**config.mk**
```make
export PLATFORM = sky130hd
export DESIGN_NAME = io_bus_arbiter
export DESIGN_NICKNAME = d
export VERILOG_FILES = /design/src/rtl/io_bus_arbiter_pkg.sv /design/src/rtl/io_bus_arbiter_rr_arbiter2.sv /design/src/rtl/io_bus_arbiter.sv
export SDC_FILE = /design/constraint.sdc
export NUM_CORES = 1
export LEC_CHECK = 0
export BUFFER_PORTS_ARGS = -buffer_cell sky130_fd_sc_hd__buf_2
export CAP_MARGIN = 20
export CORE_MARGIN = 4
export CORE_UTILIZATION = 50
export DETAILED_ROUTE_END_ITERATION = 8
export PLACE_DENSITY = 0.86
export SLEW_MARGIN = 10
export SYNTH_ARGS = -nofsm -noshare
export SYNTH_HDL_FRONTEND = slang
export SYNTH_HIERARCHICAL = 1
export SYNTH_SLANG_ARGS = --single-unit
```
**constraint.sdc**
```tcl
create_clock -name clk -period 4.94 [get_ports clk]
set_input_delay 0 -clock clk [delete_from_list [all_inputs] [get_ports clk]]
set_output_delay 0 -clock clk [all_outputs]
set_load 0.005 [all_outputs]
```
**src/rtl/io_bus_arbiter_pkg.sv**
```systemverilog
// Shared types and constants for the CPU/DMA IO bus arbiter.
package io_bus_arbiter_pkg;

  localparam int TIMEOUT_DEFAULT = 16;
  localparam int ADDR_W          = 30;
  localparam int DATA_W          = 32;
  localparam int BE_W            = 4;

  // Arbiter FSM states
  typedef enum logic [1:0] {
    ST_IDLE  = 2'd0,
    ST_ISSUE = 2'd1,
    ST_WAIT  = 2'd2,
    ST_RESP  = 2'd3
  } state_e;

  // Requester ids; also the bit index of each port in req/gnt vectors
  typedef enum logic {
    OWNER_CPU = 1'b0,
    OWNER_DMA = 1'b1
  } owner_e;

  // Latched bus command of the granted requester
  typedef struct packed {
    logic              we;
    logic [ADDR_W-1:0] addr;
    logic [DATA_W-1:0] wdata;
    logic [BE_W-1:0]   be;
  } bus_cmd_t;

  function automatic bus_cmd_t make_cmd(input logic              we,
                                        input logic [ADDR_W-1:0] addr,
                                        input logic [DATA_W-1:0] wdata,
                                        input logic [BE_W-1:0]   be);
    bus_cmd_t c;
    c.we    = we;
    c.addr  = addr;
    c.wdata = wdata;
    c.be    = be;
    return c;
  endfunction

endpackage

```
**src/rtl/io_bus_arbiter_rr_arbiter2.sv**
```systemverilog
// Two-way round-robin pick: a lone requester wins; on a tie the port
// that was not served last wins.
module rr_arbiter2
  import io_bus_arbiter_pkg::*;
(
  input  logic [1:0] req,
  input  logic       last,
  output logic [1:0] gnt
);

  // Combinational grant; bit 0 is the CPU, bit 1 the DMA
  always_comb begin
    gnt = 2'b00;
    case (req)
      2'b01:   gnt = 2'b01;
      2'b10:   gnt = 2'b10;
      2'b11:   gnt = (last == OWNER_DMA) ? 2'b01 : 2'b10;
      default: gnt = 2'b00;
    endcase
  end

endmodule

```
**src/rtl/io_bus_arbiter.sv**
```systemverilog
// Arbitrates a CPU data port and a DMA port onto a single IO bus.
// One transaction in flight at a time: grant, one-cycle bus_req pulse,
// wait for bus_ack (bounded by TIMEOUT), then a one-cycle done to the owner.
module io_bus_arbiter
  import io_bus_arbiter_pkg::*;
#(
  parameter int TIMEOUT = TIMEOUT_DEFAULT
) (
  input  logic              clk,
  input  logic              reset,
  // CPU port
  input  logic              cpu_req,
  input  logic              cpu_we,
  input  logic [ADDR_W-1:0] cpu_addr,
  input  logic [DATA_W-1:0] cpu_wdata,
  input  logic [BE_W-1:0]   cpu_be,
  input  logic              cpu_flush,
  output logic              cpu_done,
  output logic [DATA_W-1:0] cpu_rdata,
  output logic              cpu_err,
  output logic              cpu_stall,
  // DMA port
  input  logic              dma_req,
  input  logic              dma_we,
  input  logic [ADDR_W-1:0] dma_addr,
  input  logic [DATA_W-1:0] dma_wdata,
  input  logic [BE_W-1:0]   dma_be,
  output logic              dma_done,
  output logic [DATA_W-1:0] dma_rdata,
  output logic              dma_err,
  // IO bus
  output logic              bus_req,
  output logic              bus_we,
  output logic [ADDR_W-1:0] bus_addr,
  output logic [DATA_W-1:0] bus_wdata,
  output logic [BE_W-1:0]   bus_be,
  input  logic              bus_ack,
  input  logic [DATA_W-1:0] bus_rdata
);

  localparam int CNT_W = $clog2(TIMEOUT + 1);
  localparam logic [CNT_W-1:0] CNT_LAST = CNT_W'(TIMEOUT - 1);

  state_e         state;
  owner_e         owner;
  owner_e         last_grant;
  logic [CNT_W-1:0] cnt;
  bus_cmd_t       cmd;

  logic [1:0]     pend;
  logic [1:0]     gnt;
  bus_cmd_t       cpu_cmd;
  bus_cmd_t       dma_cmd;

  // A flushed CPU request is withdrawn before it can win this cycle
  assign pend[OWNER_CPU] = cpu_req & ~cpu_flush;
  assign pend[OWNER_DMA] = dma_req;

  assign cpu_cmd = make_cmd(cpu_we, cpu_addr, cpu_wdata, cpu_be);
  assign dma_cmd = make_cmd(dma_we, dma_addr, dma_wdata, dma_be);

  rr_arbiter2 u_rr (
    .req  (pend),
    .last (last_grant),
    .gnt  (gnt)
  );

  // Bus fields come straight from the latched command so they stay stable
  // for the whole transaction.
  assign bus_we    = cmd.we;
  assign bus_addr  = cmd.addr;
  assign bus_wdata = cmd.wdata;
  assign bus_be    = cmd.be;

  // The CPU Mem stage freezes until its own done arrives
  assign cpu_stall = cpu_req & ~cpu_done;

  // Arbitration FSM with registered bus_req, done, err and rdata outputs
  always_ff @(posedge clk) begin
    if (reset) begin
      state      <= ST_IDLE;
      owner      <= OWNER_CPU;
      last_grant <= OWNER_DMA;
      cnt        <= '0;
      cmd        <= '0;
      bus_req    <= 1'b0;
      cpu_done   <= 1'b0;
      cpu_err    <= 1'b0;
      cpu_rdata  <= '0;
      dma_done   <= 1'b0;
      dma_err    <= 1'b0;
      dma_rdata  <= '0;
    end else begin
      // Pulse outputs default low; each is raised for exactly one cycle
      bus_req  <= 1'b0;
      cpu_done <= 1'b0;
      cpu_err  <= 1'b0;
      dma_done <= 1'b0;
      dma_err  <= 1'b0;

      case (state)
        ST_IDLE: begin
          if (|gnt) begin
            owner   <= gnt[OWNER_DMA] ? OWNER_DMA : OWNER_CPU;
            cmd     <= gnt[OWNER_DMA] ? dma_cmd : cpu_cmd;
            bus_req <= 1'b1;
            state   <= ST_ISSUE;
          end
        end

        ST_ISSUE: begin
          cnt   <= '0;
          state <= ST_WAIT;
        end

        ST_WAIT: begin
          // Ack wins over the timeout when both land on the last WAIT cycle
          if (bus_ack || cnt == CNT_LAST) begin
            state <= ST_RESP;
            if (owner == OWNER_CPU) begin
              cpu_done  <= 1'b1;
              cpu_err   <= ~bus_ack;
              cpu_rdata <= bus_ack ? bus_rdata : '0;
            end else begin
              dma_done  <= 1'b1;
              dma_err   <= ~bus_ack;
              dma_rdata <= bus_ack ? bus_rdata : '0;
            end
          end else begin
            cnt <= cnt + CNT_W'(1);
          end
        end

        ST_RESP: begin
          last_grant <= owner;
          state      <= ST_IDLE;
        end

        default: state <= ST_IDLE;
      endcase
    end
  end

endmodule

```
==> results.ini <==
[detailed_routing]
dr.pass1.iters=6
ant_nets=0
routedWlPerCell_um=21.5
drc=0
wl_um=27600
viasPerCell=5.79
vias=7441
drt_iter0_drc=875

[timing]
finalSetupViolCount=0
hold_ws_ns=0.0102
setup_tns_ns=0
final_max_slew_viol_count=0
worst_slew_pin_slew_ns=1.13
slew_headroom_pct=24.5
hold_violations=0
finalCritPeriodShare_pct=51.1
fin_worst_skew_ns=0.0107
fmax_mhz=396
rsz0062_at_grt=no
period_needed_ns=2.53

[setup_path]
cp_data_arrival_time_ns=2.86
cp_max_fo=40
cp-end-kind=flip-flop
path_class=flip-flop to flip-flop
cp.required_ns=5.28
start_kind=flip-flop
critPathTopFamily=compound AO/OA/AOI/OAI gates
slowest_stage=o211a_1
worstPathCellList=inv_1 > ha_1 > buf_4 > o211a_1 > nand3_1 > a21oi_1
slowest_delay_ns=0.98
cp_num_buf_inv=2

[grt]
antenna_found_initial=10
grt_overflow=0
grt_pass1_wl_um=41300
grt_usage_pct=36.2
grt_max_degree=80
first_global_vias=7543

[floorplan]
top_level_ports=309
die_area_um2=14700
rows=41
dieHeight_um=121
coreArea_um2=12600
fp.dieW_um=121
start_util_pct=50.8

[placed_design]
dp_hpwl_um=13200
place_congestion=0.807
port_buffers=308

[cts]
clock_latency_ns=0.43
clockBufferDepth=2
clk_pin_slew_ns=0.06
post_cts_buffers=0
cts.sinks=145
htree_levels=4
cts_buffers=17
ctsResizeCount=0
cts_root_buf=clkbuf_16
cts_tree=built
ctsHoldBuffers=158

[yosys]
syn_avg_cell_area_um2=9.64
syn_area_um2=6390
ys_seq_area_share_pct=45.4
syn_nets=842
synth_warnings=6
synth.area.top_cells=dfxtp_1, mux2i_1, a211oi_2, a21oi_1, nand4b_1
synth_cell_types=43
synth_seq_cells=145
synth_cells=663
yosys.area.top_type=dfxtp_1
yosysTopAreaCellShare_pct=45.4

[final_layout]
syn_to_final_growth_pct=58.5
multi_input_area_um2=3130
ff_latch_area_um2=2900
nNetsFinal=1269
final_util_pct=80.6
drive_gt1_share_pct=37.0
fillers=630

[flow_run]
maxCapViolCount=0

[outcome]
status=complete, no violations

[power_and_ir_drop]
leakage_uw=0.00447
p_per_area_nw_per_um2=425
fin_total_pwr_uw=4300
ir_drop_v=0.000254

[hold_path]
hold_class=primary input to flip-flop

-- cell usage after synthesis (all sizes together) --
cell type and number:
a211oi 67, a21boi 2, a21o 1, a21oi 68, a221oi 1, a22oi 1, and2 1, and3 1
buf 41, clkbuf 27, dfxtp 145, ha 7, inv 5, mux2i 68, nand2 36, nand2b 3
nand3 37, nand4 1, nand4b 32, nand4bb 1, nor2 71, nor2b 2, nor3 2, nor3b 1
o2111ai 1, o211a 1, o211ai 1, o21a 1, o21ai 33, o31ai 1, o41ai 1, or2 1
or3b 2
-- flip-flops by register name (all words and copies together) (netlist names) --
name and count:
bus_addr 30, bus_be 4, bus_req 1, bus_wdata 32, bus_we 1, cnt 5
cpu_done 1, cpu_err 1, cpu_rdata 32, dma_done 1, dma_err 1, dma_rdata 32
last_grant 1, owner 1, state 2
-- worst reg2reg max path: cells and delay by family (launching register included) --
kind,cells,cell delay (ns)
AOI/OAI and AO/OA,2,1.22
adders and majority gates,1,0.18
buffers and inverters,2,0.50
DFF,1,0.33
and+or+nand+nor,1,0.21
-- cells in the final DEF (no fill, tap or decap), types with 2 or more instances in the layout --
cell           synthesis  final
buf_2                 21    307
dlygate4sd3_1          0    158
dfxtp_1              145    145
nor2_1                71     71
mux2i_1               68     68
a21oi_1               67     67
a211oi_2              50     50
nand3_1               37     37
nand2_1               36     36
nand4b_1              32     32
o21ai_0               27     27
a211oi_1              17     17
clkbuf_16              0     17
diode_2                0     10
buf_4                  1      8
ha_1                   7      7
clkbuf_8               0      7
inv_1                  5      5
o21ai_1                5      5
nand2b_1               3      3
clkinvlp_4             0      3
nor2b_1                2      2
nor3_1                 2      2
clkinv_2               0      2
-- per-stage QoR --
step | setup slack [ns] | instances | area, um^2
after floorplan | 3.13 | 663 | 6390
after global placement | 2.63 | 1083 | 7880
after detailed placement | 2.60 | 1083 | 7880
after CTS | 2.39 | 1273 | 10100
after global routing | 2.30 | 1285 | 10100
final | 2.41 | 1285 | 10100
-- path summary, 6_finish.rpt --
kind | slack (ns) | start | to | cells after the start
min | 0.01 | dma_wdata[0] | bus_wdata[0]$_SDFFE_PP0P_ | 3
max reg2reg | 2.41 | state[0]$_SDFFE_PP0P_ | dma_rdata[13]$_SDFFE_PP0P_ | 6
max | 2.41 | state[0]$_SDFFE_PP0P_ | dma_rdata[13]$_SDFFE_PP0P_ | 6
min reg2reg | 0.46 | dma_rdata[6]$_SDFFE_PP0P_ | dma_rdata[6]$_SDFFE_PP0P_ | 2
-- where the power goes --
| group | internal [uW] | total, uW | switching, uW |
|---|---|---|---|
| combinational | 617 | 1470 | 855 |
| clock | 788 | 1300 | 513 |
| sequential | 1390 | 1530 | 143 |
-- logic make-up after synthesis --
logic type      synth area share [%]
compound gates                  21.5
fa+ha+maj                       1.37
buf+inv                         5.87
flops                           45.4
mux                             10.7
simple gates                    15.2
-- routing by layer --
metal,routed length [um],GRT usage (%),up-vias
li1,-,-,3245
met1,9260,38.6,3488
met2,13300,58.8,560
met3,3290,14.2,148
met4,1760,24.7,0
met5,0,0,-
-- cell type report --
| type | count | share of cell area [%] |
|---|---|---|
| Timing Repair Buffer | 476 | 32.0 |
| Inverter | 5 | 0.185 |
| Antenna cell | 10 | 0.247 |
| Multi-Input combinational cell | 445 | 30.9 |
| Tap cell | 172 | 2.12 |
| Clock buffer | 25 | 5.19 |
| Clock inverter | 7 | 0.704 |
| Sequential cell | 145 | 28.7 |
(Power assumes the default switching activity.)
